## src/rtl/mips32_pkg.sv

```systemverilog
// Shared opcodes, instruction classes and scoreboard types for the MIPS32 pipeline control.
package mips32_pkg;

    localparam logic [5:0] ADD   = 6'h00;
    localparam logic [5:0] SUB   = 6'h01;
    localparam logic [5:0] AND   = 6'h02;
    localparam logic [5:0] OR    = 6'h03;
    localparam logic [5:0] SLT   = 6'h04;
    localparam logic [5:0] MUL   = 6'h05;
    localparam logic [5:0] ADDI  = 6'h09;
    localparam logic [5:0] SUBI  = 6'h0A;
    localparam logic [5:0] SLTI  = 6'h0B;
    localparam logic [5:0] BNEQZ = 6'h0D;
    localparam logic [5:0] BEQZ  = 6'h0E;
    localparam logic [5:0] LW    = 6'h11;
    localparam logic [5:0] SW    = 6'h12;
    localparam logic [5:0] HLT   = 6'h3F;

    typedef enum logic [2:0] {
        RR_ALU,
        RM_ALU,
        LOAD,
        STORE,
        BRANCH,
        HALT,
        OTHER
    } instr_type_e;

    typedef struct packed {
        logic       valid;
        logic [4:0] dest;
    } sb_entry_t;

    typedef enum logic [1:0] {
        StRun,
        StFlush,
        StDrain,
        StHalted
    } hz_state_e;

    function automatic instr_type_e op_type(input logic [5:0] op);
        instr_type_e t;
        case (op)
            ADD, SUB, AND, OR, SLT, MUL: t = RR_ALU;
            ADDI, SUBI, SLTI:            t = RM_ALU;
            LW:                          t = LOAD;
            SW:                          t = STORE;
            BNEQZ, BEQZ:                 t = BRANCH;
            HLT:                         t = HALT;
            default:                     t = OTHER;
        endcase
        return t;
    endfunction

endpackage

```

## src/rtl/mips32_reg_decode.sv

```systemverilog
// Register-usage decode of an IF/ID instruction; R0 is masked out of every use-bit.
module mips32_reg_decode
    import mips32_pkg::*;
(
    input  logic [31:0] ir_i,
    output instr_type_e itype_o,
    output logic [4:0]  src1_o,
    output logic        src1_use_o,
    output logic [4:0]  src2_o,
    output logic        src2_use_o,
    output logic [4:0]  dest_o,
    output logic        dest_use_o
);

    logic [4:0]  rs, rt, rd;
    logic        s1_use, s2_use, d_use;
    logic [4:0]  dest;
    instr_type_e itype;

    assign rs = ir_i[25:21];
    assign rt = ir_i[20:16];
    assign rd = ir_i[15:11];

    always_comb begin
        itype  = op_type(ir_i[31:26]);
        s1_use = 1'b0;
        s2_use = 1'b0;
        d_use  = 1'b0;
        dest   = 5'd0;
        case (itype)
            RR_ALU: begin
                s1_use = 1'b1;
                s2_use = 1'b1;
                d_use  = 1'b1;
                dest   = rd;
            end
            RM_ALU, LOAD: begin
                s1_use = 1'b1;
                d_use  = 1'b1;
                dest   = rt;
            end
            STORE: begin
                s1_use = 1'b1;
                s2_use = 1'b1;
            end
            BRANCH: s1_use = 1'b1;
            default: ;
        endcase
    end

    // R0 is hardwired: it can neither create nor consume a dependency.
    assign itype_o    = itype;
    assign src1_o     = rs;
    assign src2_o     = rt;
    assign dest_o     = dest;
    assign src1_use_o = s1_use && (rs != 5'd0);
    assign src2_use_o = s2_use && (rt != 5'd0);
    assign dest_use_o = d_use && (dest != 5'd0);

endmodule

```

## src/rtl/mips32_hazard_ctrl.sv

```systemverilog
// RAW interlock, taken-branch flush and HLT drain sequencing for the 5-stage MIPS32 pipeline.
module mips32_hazard_ctrl
    import mips32_pkg::*;
#(
    parameter int unsigned BRANCH_PENALTY = 2,
    parameter int unsigned WB_BYPASS      = 1,
    parameter int unsigned CNT_W          = 16
) (
    input  logic             clk1,
    input  logic             reset,
    input  logic             id_valid,
    input  logic [31:0]      id_ir,
    input  logic             br_taken,
    output logic             stall_if,
    output logic             bubble_ex,
    output logic             flush_if_id,
    output logic             flush_id_ex,
    output logic             halted,
    output logic [CNT_W-1:0] stall_cnt,
    output logic [CNT_W-1:0] flush_cnt
);

    localparam int unsigned FC_W = (BRANCH_PENALTY > 1) ? $clog2(BRANCH_PENALTY) : 1;

    instr_type_e itype;
    logic [4:0]  src1, src2, dest;
    logic        src1_use, src2_use, dest_use;

    mips32_reg_decode u_decode (
        .ir_i       (id_ir),
        .itype_o    (itype),
        .src1_o     (src1),
        .src1_use_o (src1_use),
        .src2_o     (src2),
        .src2_use_o (src2_use),
        .dest_o     (dest),
        .dest_use_o (dest_use)
    );

    hz_state_e        state_q, state_d;
    logic [FC_W-1:0]  fcnt_q, fcnt_d;
    sb_entry_t        sb_ex_q, sb_mem_q, sb_wb_q;
    sb_entry_t        sb_ex_d, sb_mem_d, sb_wb_d;
    logic [CNT_W-1:0] stall_cnt_q, stall_cnt_d;
    logic [CNT_W-1:0] flush_cnt_q, flush_cnt_d;

    logic raw, sb_empty, issue, stall_inc, flush_inc;

    function automatic logic hit(input logic use_r, input logic [4:0] r, input sb_entry_t e);
        return use_r && e.valid && (e.dest == r);
    endfunction

    always_comb begin
        raw = hit(src1_use, src1, sb_ex_q)  || hit(src2_use, src2, sb_ex_q) ||
              hit(src1_use, src1, sb_mem_q) || hit(src2_use, src2, sb_mem_q);
        if (WB_BYPASS == 0) begin
            raw = raw || hit(src1_use, src1, sb_wb_q) || hit(src2_use, src2, sb_wb_q);
        end
        raw = raw && id_valid;
    end

    assign sb_empty = !sb_ex_q.valid && !sb_mem_q.valid && !sb_wb_q.valid;

    always_ff @(posedge clk1 or posedge reset) begin
        if (reset) begin
            state_q <= StRun;
            fcnt_q  <= '0;
        end else begin
            state_q <= state_d;
            fcnt_q  <= fcnt_d;
        end
    end

    always_comb begin
        state_d = state_q;
        fcnt_d  = fcnt_q;
        case (state_q)
            StRun: begin
                if (br_taken) begin
                    state_d = StFlush;
                    fcnt_d  = FC_W'(BRANCH_PENALTY - 1);
                end else if (id_valid && !raw && (itype == HALT)) begin
                    state_d = StDrain;
                end
            end
            StFlush: begin
                if (fcnt_q == '0) begin
                    state_d = StRun;
                end else begin
                    fcnt_d = fcnt_q - FC_W'(1);
                end
            end
            // A branch older than the HLT can still resolve taken; the HLT is then its shadow.
            StDrain: begin
                if (br_taken) begin
                    state_d = StFlush;
                    fcnt_d  = FC_W'(BRANCH_PENALTY - 1);
                end else if (sb_empty) begin
                    state_d = StHalted;
                end
            end
            default: ;
        endcase
    end

    always_comb begin
        stall_if    = 1'b0;
        bubble_ex   = 1'b0;
        flush_if_id = 1'b0;
        flush_id_ex = 1'b0;
        halted      = 1'b0;
        issue       = 1'b0;
        stall_inc   = 1'b0;
        flush_inc   = 1'b0;
        case (state_q)
            StRun: begin
                if (!br_taken) begin
                    stall_if  = raw;
                    bubble_ex = raw;
                    stall_inc = raw;
                    issue     = id_valid && !raw;
                end
            end
            StFlush: begin
                flush_if_id = 1'b1;
                flush_id_ex = 1'b1;
                flush_inc   = 1'b1;
            end
            StDrain: begin
                stall_if  = 1'b1;
                bubble_ex = 1'b1;
            end
            StHalted: begin
                stall_if  = 1'b1;
                bubble_ex = 1'b1;
                halted    = 1'b1;
            end
            default: ;
        endcase
    end

    always_comb begin
        sb_ex_d  = '0;
        sb_mem_d = sb_ex_q;
        sb_wb_d  = sb_mem_q;
        if (issue && dest_use) begin
            sb_ex_d = '{valid: 1'b1, dest: dest};
        end
        stall_cnt_d = stall_cnt_q;
        flush_cnt_d = flush_cnt_q;
        if (stall_inc && (stall_cnt_q != '1)) begin
            stall_cnt_d = stall_cnt_q + CNT_W'(1);
        end
        if (flush_inc && (flush_cnt_q != '1)) begin
            flush_cnt_d = flush_cnt_q + CNT_W'(1);
        end
    end

    always_ff @(posedge clk1 or posedge reset) begin
        if (reset) begin
            sb_ex_q     <= '0;
            sb_mem_q    <= '0;
            sb_wb_q     <= '0;
            stall_cnt_q <= '0;
            flush_cnt_q <= '0;
        end else begin
            sb_ex_q     <= sb_ex_d;
            sb_mem_q    <= sb_mem_d;
            sb_wb_q     <= sb_wb_d;
            stall_cnt_q <= stall_cnt_d;
            flush_cnt_q <= flush_cnt_d;
        end
    end

    assign stall_cnt = stall_cnt_q;
    assign flush_cnt = flush_cnt_q;

endmodule
```

## config.mk

```make
export PLATFORM = sky130hd
export DESIGN_NAME = mips32_hazard_ctrl
export DESIGN_NICKNAME = d
export VERILOG_FILES = /design/src/rtl/mips32_pkg.sv /design/src/rtl/mips32_reg_decode.sv /design/src/rtl/mips32_hazard_ctrl.sv
export SDC_FILE = /design/constraint.sdc
export NUM_CORES = 1
export LEC_CHECK = 0
export CAP_MARGIN = 20
export CORE_AREA = 2 2 76 78
export DETAILED_ROUTE_END_ITERATION = 10
export DIE_AREA = 0 0 78 80
export HOLD_SLACK_MARGIN = 0.08
export PLACE_DENSITY = 0.88
export SYNTH_ARGS = -nofsm -noshare
export SYNTH_HDL_FRONTEND = slang
export SYNTH_SLANG_ARGS = --single-unit
```

## constraint.sdc

```tcl
create_clock -name clk1 -period 6.6 [get_ports clk1]
set_input_delay 1.32 -clock clk1 [delete_from_list [all_inputs] [get_ports clk1]]
set_output_delay 1.32 -clock clk1 [all_outputs]
set_load 0.02 [all_outputs]
```

; ---- Yosys cells after proc, flatten, opt, wreduce, memory -nomap -nowiden
; Memories as Yosys holds them, arrays and structs flattened.
; Cells that the tools add are included.
[totals]
wordCells = 93
mem_bits_ro = 192
output_inout_bits = 37
memories = 1
in_bits = 36
reg_bits = 48
[op_classes]
muxes = 21
reduce_logical = 41
n_eq_ne = 18
addsub = 3
[memory_table]
columns = name, words, width, rd, rd_clocked_by_memory_dff, write_ports, line
row1 = (no name shown), 64, 3, 1, 0, 0, mips32_pkg.sv:43  ; case (op)
[ops]
columns = op, n
row1 = "adder 16 x 1 -> 16 bit, second input constant", 2
row2 = "inequality test 16 bit, second input constant", 2
row3 = equality test 5 bit, 4
row4 = logical AND 1 bit, 19
row5 = nonzero test 5 bit, 3
row6 = 2-to-1 mux 1 bit, 11
row7 = 2-to-1 mux 2 bit, 5
row8 = one-hot mux 5 bit (2 select lines), 1
row9 = OR reduction 2 bit, 4
row10 = "equality test 3 x 2 -> 1 bit, second input constant", 2
row11 = "equality test 3 bit, second input constant", 2
row12 = 2-to-1 mux 6 bit, 1
row13 = "inequality test 3 bit, second input constant", 2
row14 = one-hot mux 2 bit (3 select lines), 1
row15 = OR reduction 5 bit, 1
row16 = "equality test 2 bit, second input constant", 2
row17 = zero test 1 bit, 4
row18 = one-hot mux 1 bit (2 select lines), 2
row19 = AND reduction 4 bit, 1
row20 = "equality test 3 x 1 -> 1 bit, second input constant", 1
row21 = zero test 3 bit, 1
row22 = logical OR 1 bit, 3
row23 = nonzero test 3 bit, 1
row24 = OR reduction 3 bit, 1
row25 = 7 further kinds, 7

; ---- Depth between registers and ports, before layout
; Gate-level depths: netlist (run 1).
; An unclocked memory read counts as a cell.
[depth]
depth_word = 17
ltp_mapped = 10
ltp_nobuf = 8

; ---- Modules after synthesis
; From an unflattened synthesis (run 1), not the netlist that was laid out.
[hier_totals]
hier_cells = 289
hier_area_um2 = 2964.1
[by_module_without_submodules]
columns = module, area_each_um2, instances, seq_area_each_um2, cells_each
row1 = mips32_hazard_ctrl, 2542.4, 1, 1201.2, 234
row2 = mips32_reg_decode, 421.7, 1, 0.0, 55

; ---- Least setup slack after synthesis (run 1)
; No wires, ideal clock.
[synth_path]
path_type = input to output
start = input port id_ir[26]
end = output port stall_if
required_ns = 5.280
path_buffers = 2
stages = 10
slack_ns = 2.122
arrival_ns = 3.158
path_cell_list = inv_1 > ha_1 > nor4b_1 > a21oi_1 > nand2_1 > o211ai_4 > buf_6 > a21boi_0 > o31a_1 > buf_4
[synth_between]
elab_chain_len = 13
elab_cells_between_ends = 26
cone_classes = 4 x eq/ne / 4 x mux / 17 x reduce/logical / 1 x memory
[synth_lines]
columns = item, line
row1 = start: declaration, mips32_hazard_ctrl.sv:12  ; input logic [31:0] id_ir,
row2 = memory (64 x 3 bit) (*), -
row3 = equality test 3 bit (tied with other cells), mips32_reg_decode.sv:30  ; case (itype)
row4 = OR reduction 5 bit (no line) or OR reduction 2 bit (tied branches), -
row5 = 2-to-1 mux 1 bit, mips32_reg_decode.sv:30
row6 = "logical AND 1 bit, on equally long branches", "mips32_reg_decode.sv:56, mips32_reg_decode.sv:57"
row7 = logical AND 1 bit (2 in series), mips32_hazard_ctrl.sv:50  ; return use_r && e.valid && (e.dest == r);
row8 = logical OR 1 bit (2 in series), mips32_hazard_ctrl.sv:54  ; raw = hit(src1_use, src1, sb_ex_q) || hit(src2_use, src2, sb_ex_q) ||
row9 = logical OR 1 bit (*), mips32_hazard_ctrl.sv:55  ; hit(src1_use, src1, sb_mem_q) || hit(src2_use, src2, sb_mem_q);
row10 = logical AND 1 bit (*), mips32_hazard_ctrl.sv:59  ; raw = raw && id_valid;
row11 = 2-to-1 mux 1 bit (*), -
row12 = one-hot mux 1 bit (2 select lines) (*), -
row13 = end: declaration, mips32_hazard_ctrl.sv:14  ; output logic stall_if,
; Every way passes the cells marked *; elsewhere a longest branch is shown, timed or not.

; ---- Worst setup path in the final report (run 1)
[layout_path]
start = input port id_ir[27]
end = output port stall_if
[layout_between]
elab_chain_len = 13
elab_cells_between_ends = 26
cone_classes = 4 x eq/ne / 4 x mux / 17 x reduce/logical / 1 x memory
[layout_lines]
columns = item, line
row1 = memory (64 x 3 bit) (*), -
row2 = equality test 3 bit (tied with other cells), mips32_reg_decode.sv:30
row3 = OR reduction 5 bit (no line) or OR reduction 2 bit (tied branches), -
row4 = 2-to-1 mux 1 bit, mips32_reg_decode.sv:30
row5 = "logical AND 1 bit, on equally long branches", "mips32_reg_decode.sv:56, mips32_reg_decode.sv:57"
row6 = logical AND 1 bit (2 in series), mips32_hazard_ctrl.sv:50
row7 = logical OR 1 bit (2 in series), mips32_hazard_ctrl.sv:54
row8 = logical OR 1 bit (*), mips32_hazard_ctrl.sv:55
row9 = logical AND 1 bit (*), mips32_hazard_ctrl.sv:59
row10 = 2-to-1 mux 1 bit (*), mips32_hazard_ctrl.sv:117  ; if (!br_taken) begin
row11 = one-hot mux 1 bit (2 select lines) (*), mips32_hazard_ctrl.sv:115  ; case (state_q)
; Marks and branches as above.

==> metrics.md, run 1 <==
| Metric | Value |
|---|---|
| CP Class | `in2out` |
| CP required | `5.28 ns` |
| Port bufs | `61` |
| Cells after Synth | `274` |
| Synth Net Count | `319` |
| Synth Flop Type | `dfrtp_1` |
| Total number of placement rows | `27` |
| IO Count | `73` |
| Mean Syn Cell Area | `10.15 µm²` |
| Ys async rst share | `1.000` |
| PwrDens | `228.3 mW/mm²` |
| Dpl cell area | `0.003441 mm²` |
| Largest net degree at the start of global routing | `49` |
| CP max-delay cell | `clkdlybuf4s50_1` |
| Slew HR | `0.5338` |
| Core box area | `0.005405 mm²` |
| Crit path launch type | `input pin` |
| Tot GR Track Use | `0.1958` |
| Setup bufs post-CTS | `0` |
| CTS Hold Buffers Added | `0` |
| Unrepaired setup endpoints after global routing | `no` |
| Tmin final | `5.651 ns` |
| Clock buffer count from CTS | `5` |
| CTS H-tree depth | `2` |
| CTS root buf | `clkbuf_8` |
| Final GP Congestion | `0.8655` |
| CP Buf/Inv Count | `3` |
| Cell area after synthesis | `0.002781 mm²` |
| Synth Warn # | `0` |
| Lkg Pwr | `1.449 nW` |
| Layout cell share with drive strength beyond 1 | `0.08260` |
| P&R area growth vs syn | `27.67%` |
| Max FO, Critical Path | `16` |
| Slowest Stage Delay on Critical Path | `0.55 ns` |
| Nets@finish | `383` |
| EDFF count, synth | `0` |
| Die W | `78 µm` |
| HPWL after detailed placement | `4294 µm` |
| CTS tree | `yes` |
| Number of synthesized register bits | `48` |
| Critical Path Sink Type | `output pin` |
| Setup violators final | `0` |
| Final Max Tran Viols | `0` |
| Antenna-violating nets left | `0` |
| Worst-Skew Late Latency | `0.30 ns` |
| CP cell instances | `clkdlybuf4s50_1 > inv_1 > ha_1 > nor4b_1 > a21oi_1 > nand2_1 > o211ai_4 > a21boi_0 > o31a_1 > clkdlybuf4s50_1` |
| Synth cell types | `46` |
| Outcome | `completed` |
| Post-route DRC | `0` |
| Post-CTS sizing | `0` |
| Via count | `2,226` |
| Initial antenna violation count | `0` |
| Die span in y | `80 µm` |
| Sequential share of the synthesized area | `0.4318` |
| Initial DRC count | `87` |
| Final WS setup | `0.9491 ns` |
| Count of final hold-check violations | `0` |
| Max Clk Rate | `177.0 MHz` |
| Number of global-route vias before repair | `2,132` |
| WL final | `5705 µm` |
| Worst-Margin Slew | `0.6939 ns` |
| CTS sink cnt | `48` |
| Die Area | `0.006240 mm²` |
| Final setup TNS | `0 ns` |
| Worst Hold Class | `reg2reg` |
| Final worst-path cycle share | `0.8562` |
| Pre-CTS WS | `0.9558 ns` |
| CP delay by family, top | `compound AO/OA/AOI/OAI gates` |
| Clock buffer depth | `2` |
| CP dominant cell by count | `clkdlybuf4s50_1` |
| Reg clk slew, reported paths | `0.08 ns` |
| Worst EP arrival | `4.33 ns` |
| Starting density of the core | `0.5146` |
| First-pass GRT wire length | `9680 µm` |
| Max cap viols | `0` |
| Clock skew | `0.005408 ns` |
| Gr ovfl total | `0` |
| DR pass1 iterations | `4` |
| Wire length per cell | `13.88 µm` |
| Peak supply drop | `0.1309 mV` |
| # diodes | `0` |
| Via density | `5.416` |
| Design Area, Final | `0.003551 mm²` |
[flip-flops by register name (all words and copies together) (netlist names)]
signal     count
fcnt_q         1
flush_cnt     16
sb_ex_q        6
sb_mem_q       6
sb_wb_q        1
stall_cnt     16
state_q        2
[cells by family (layout without fill, tap and decap cells)]
| kind of cell | Yosys count | in the layout | share of synthesized area |
|---|---|---|---|
| muxes | 3 | 3 | 0.01125 |
| and+or+nand+nor | 100 | 100 | 0.1835 |
| AOI/OAI and AO/OA | 44 | 44 | 0.1422 |
| buffers and inverters | 21 | 86 | 0.03643 |
| DFF | 48 | 48 | 0.4318 |
| adders and majority gates | 9 | 9 | 0.04049 |
| xor gates and xnor gates | 49 | 49 | 0.1543 |
[stage by stage]
stage	utilization	power (mW)	std cells	hold slack (ns)
2_1_floorplan	-	0.5337	274	0.3938
3_3_place_gp	0.6366	0.6286	402	0.4269
3_5_place_dp	0.6366	0.6375	402	0.4234
4_1_cts	0.6532	0.8184	410	0.4368
5_1_grt	0.6569	0.8611	411	0.4609
6_report	0.6569	0.8105	411	0.4400
[cell usage after synthesis, drive strengths merged (8+ instances only)]
master | instances | area [µm²]
nor2 | 20 | 75.07
dfrtp | 48 | 1201
a211oi | 12 | 120.1
xnor2 | 35 | 306.5
inv | 16 | 60.06
nand3 | 9 | 57.56
nand2 | 33 | 123.9
ha | 9 | 112.6
xor2 | 14 | 122.6
nand4 | 13 | 81.33
a21oi | 8 | 40.04
nor3 | 9 | 50.05
[placed cells by master (no fill, tap or decap), types with 2 or more instances in the layout]
master           instances
nor3_1                   8
o21ai_2                  2
mux2i_1                  2
a22oi_1                  6
nand4_1                 13
dfrtp_1                 48
xnor2_1                 35
ha_1                     9
o22ai_1                  3
nand3_1                  8
a21oi_1                  8
a211oi_2                 6
nor2_1                  20
and3_1                   3
clkbuf_8                 6
a211oi_1                 6
xor2_1                  14
nand2_1                 33
and2_1                   2
inv_1                   15
clkdlybuf4s50_1         61
clkbuf_1                 2
o21ai_0                  3
o211ai_4                 2
[routing by layer]
| layer | vias up | track usage | wire length (µm) |
|---|---|---|---|
| li1 | 1086 | - | - |
| met1 | 1076 | 0.2489 | 2570 |
| met2 | 57 | 0.3345 | 2818 |
| met3 | 7 | 0.03959 | 238 |
| met4 | 0 | 0.06491 | 76 |
| met5 | - | 0 | 0 |
[area by class of cell]
class	count	area, µm²
fill	427	1854
multi-input combinational	205	1479
sequential	48	1201
timing repair buffer	62	630.6
clock buffer	8	90.09
tap	72	90.09
inverter	16	60.06
[path summary, 6_finish.rpt]
kind                             from             to  slack, ns  cells past startpoint
max                         id_ir[27]       stall_if       0.95                     10
min                        sb_ex_q[5]    sb_mem_q[5]       0.44                      0
max reg2reg                state_q[1]   stall_cnt[1]       4.38                      7
min reg2reg                sb_ex_q[5]    sb_mem_q[5]       0.44                      0
max in group asynchronous       reset   stall_cnt[0]       4.83                      3
min in group asynchronous       reset  flush_cnt[10]       1.30                      2
[where the power goes]
group          leakage (nW)  internal (mW)  switching, mW
combinational         0.775          0.132          0.149
sequential            0.629          0.321         0.0301
clock                0.0455         0.0855         0.0928
total                  1.45          0.538          0.272
Note: power is estimated with default switching activity, not from simulation.
==> inputs of run 2 (changes only) <==
GPL_ROUTABILITY_DRIVEN = 0   (was not set)
==> results of run 2 <==
The final DEF is identical to that of run 1; final timing and power are the same.
==> inputs of run 3 (changes only) <==
CTS_BUF_LIST = sky130_fd_sc_hd__clkbuf_16   (was not set)
==> metrics.md, run 3 (synthesized netlist as in run 1, its figures left out) <==
| Metric | Value |
|---|---|
| Outcome | `completed` |
| Tot GR Track Use | `0.1943` |
| Setup bufs post-CTS | `0` |
| Slowest Stage Delay on Critical Path | `0.55 ns` |
| Max Clk Rate | `176.9 MHz` |
| Final setup TNS | `0 ns` |
| Total number of placement rows | `27` |
| Die Area | `0.006240 mm²` |
| Int Pwr | `589.7 µW` |
| Worst Hold Class | `reg2reg` |
| Count of final hold-check violations | `0` |
| Worst-Skew Late Latency | `0.28 ns` |
| CP Buf/Inv Count | `3` |
| Antenna-violating nets left | `0` |
| Max FO, Critical Path | `16` |
| Die W | `78 µm` |
| Number of global-route vias before repair | `2,129` |
| Layout cell share with drive strength beyond 1 | `0.07965` |
| Post-CTS sizing | `0` |
| Clock power frac | `0.272` |
| Clock buffer depth | `2` |
| Fin util | `0.6655` |
| CTS root buf | `clkbuf_16` |
| CP Class | `in2out` |
| Initial DRC count | `103` |
| Setup violators final | `0` |
| Max cap viols | `0` |
| Final worst-path cycle share | `0.8563` |
| Commonest non-fill, non-tap cell in the layout | `clkdlybuf4s50_1` |
| Core box area | `0.005405 mm²` |
| Starting density of the core | `0.5146` |
| CP required | `5.28 ns` |
| First-pass GRT wire length | `9653 µm` |
| Gr ovfl total | `0` |
| Crit path launch type | `input pin` |
| # diodes | `0` |
| Dpl cell area | `0.003441 mm²` |
| Initial antenna violation count | `0` |
| WL final | `5741 µm` |
| Sw frac | `0.3202` |
| Unrepaired setup endpoints after global routing | `no` |
| Design Area, Final | `0.003597 mm²` |
| Via count | `2,227` |
| Slew HR | `0.5312` |
| CP cell instances | `clkdlybuf4s50_1 > inv_1 > ha_1 > nor4b_1 > a21oi_1 > nand2_1 > o211ai_4 > a21boi_0 > o31a_1 > clkdlybuf4s50_1` |
| Final Max Tran Viols | `0` |
| Lkg Pwr | `1.478 nW` |
| CTS H-tree depth | `2` |
| Clock skew | `0.006235 ns` |
| Clock buffer count from CTS | `5` |
| Pre-CTS WS | `0.9558 ns` |
| CTS Hold Buffers Added | `0` |
| P&R area growth vs syn | `29.33%` |
| Nets@finish | `383` |
| CTS tree | `yes` |
| HPWL after detailed placement | `4294 µm` |
| Psw | `277.8 µW` |
| Peak supply drop | `0.1320 mV` |
| Die span in y | `80 µm` |
| PnR Total Power | `867.5 µW` |
| CP dominant cell by count | `clkdlybuf4s50_1` |
| Critical Path Sink Type | `output pin` |
| CP max-delay cell | `clkdlybuf4s50_1` |
| Largest net degree at the start of global routing | `49` |
| Final WS setup | `0.9482 ns` |
| IO Count | `73` |
| Worst EP arrival | `4.33 ns` |
| Flop pwr share | `0.405` |
| DR pass1 iterations | `4` |
| PwrDens | `241.2 mW/mm²` |
| Post-route DRC | `0` |
| Worst-Margin Slew | `0.6979 ns` |
| Reg clk slew, reported paths | `0.06 ns` |
| Wire length per cell | `13.97 µm` |
| Port bufs | `61` |
| Combinational power share | `0.323` |
| CTS sink cnt | `48` |
| Via density | `5.418` |
| Commonest non-fill, non-tap cells in the layout | `clkdlybuf4s50_1 (61), dfrtp_1 (48), xnor2_1 (35), nand2_1 (33), nor2_1 (20)` |
| CP delay by family, top | `compound AO/OA/AOI/OAI gates` |
| Tmin final | `5.652 ns` |
-- run 3: cell type report --
cell class | count | area (µm²)
Clock buffer | 5 | 125.1
Clock inverter | 3 | 11.26
Fill cell | 410 | 1808
Inverter | 16 | 60.06
Multi-Input combinational cell | 205 | 1479
Sequential cell | 48 | 1201
Tap cell | 72 | 90.09
Timing Repair Buffer | 62 | 630.6
-- run 3: path summary, 6_finish.rpt --
kind                                  from       endpoint  slack [ns]  depth (start not counted)
worst max-delay path             id_ir[27]       stall_if        0.95                         10
worst min-delay path            sb_ex_q[3]    sb_mem_q[3]        0.44                          0
worst max register to register  state_q[1]   stall_cnt[1]        4.36                          7
worst min register to register  sb_ex_q[3]    sb_mem_q[3]        0.44                          0
max in group asynchronous            reset  stall_cnt[15]        4.80                          3
min in group asynchronous            reset  flush_cnt[10]        1.32                          2
-- run 3: stage by stage --
step | hold slack, ns | std cells
after floorplan | 0.3938 | 274
after global routing | 0.4559 | 411
final | 0.4394 | 411
after detailed placement | 0.4234 | 402
after CTS | 0.4416 | 410
after global placement | 0.4269 | 402
-- run 3: power groups by stage --
stage / Sequential (mW) / Combinational, mW / Clock (mW)
6_report: 0.351 / 0.281 / 0.236
3_3_place_gp: 0.356 / 0.272 / 0
4_1_cts: 0.352 / 0.282 / 0.240
2_1_floorplan: 0.373 / 0.161 / 0
5_1_grt: 0.357 / 0.304 / 0.258
3_5_place_dp: 0.358 / 0.280 / 0
-- run 3: metal layers --
metal,GRT usage,part of all wire
met3,0.03959,0.047
met1,0.2533,0.46
met5,0,0
met2,0.3319,0.48
met4,0.04912,0.0087
-- run 3: worst register-to-register path: stages (launching register included) --
cell and delay, ns:
dfrtp_1 0.40, inv_1 0.10, ha_1 0.22, nand2_1 0.09, nor2_1 0.40, nand2_1 0.26
a21oi_1 0.29, mux2_2 0.37
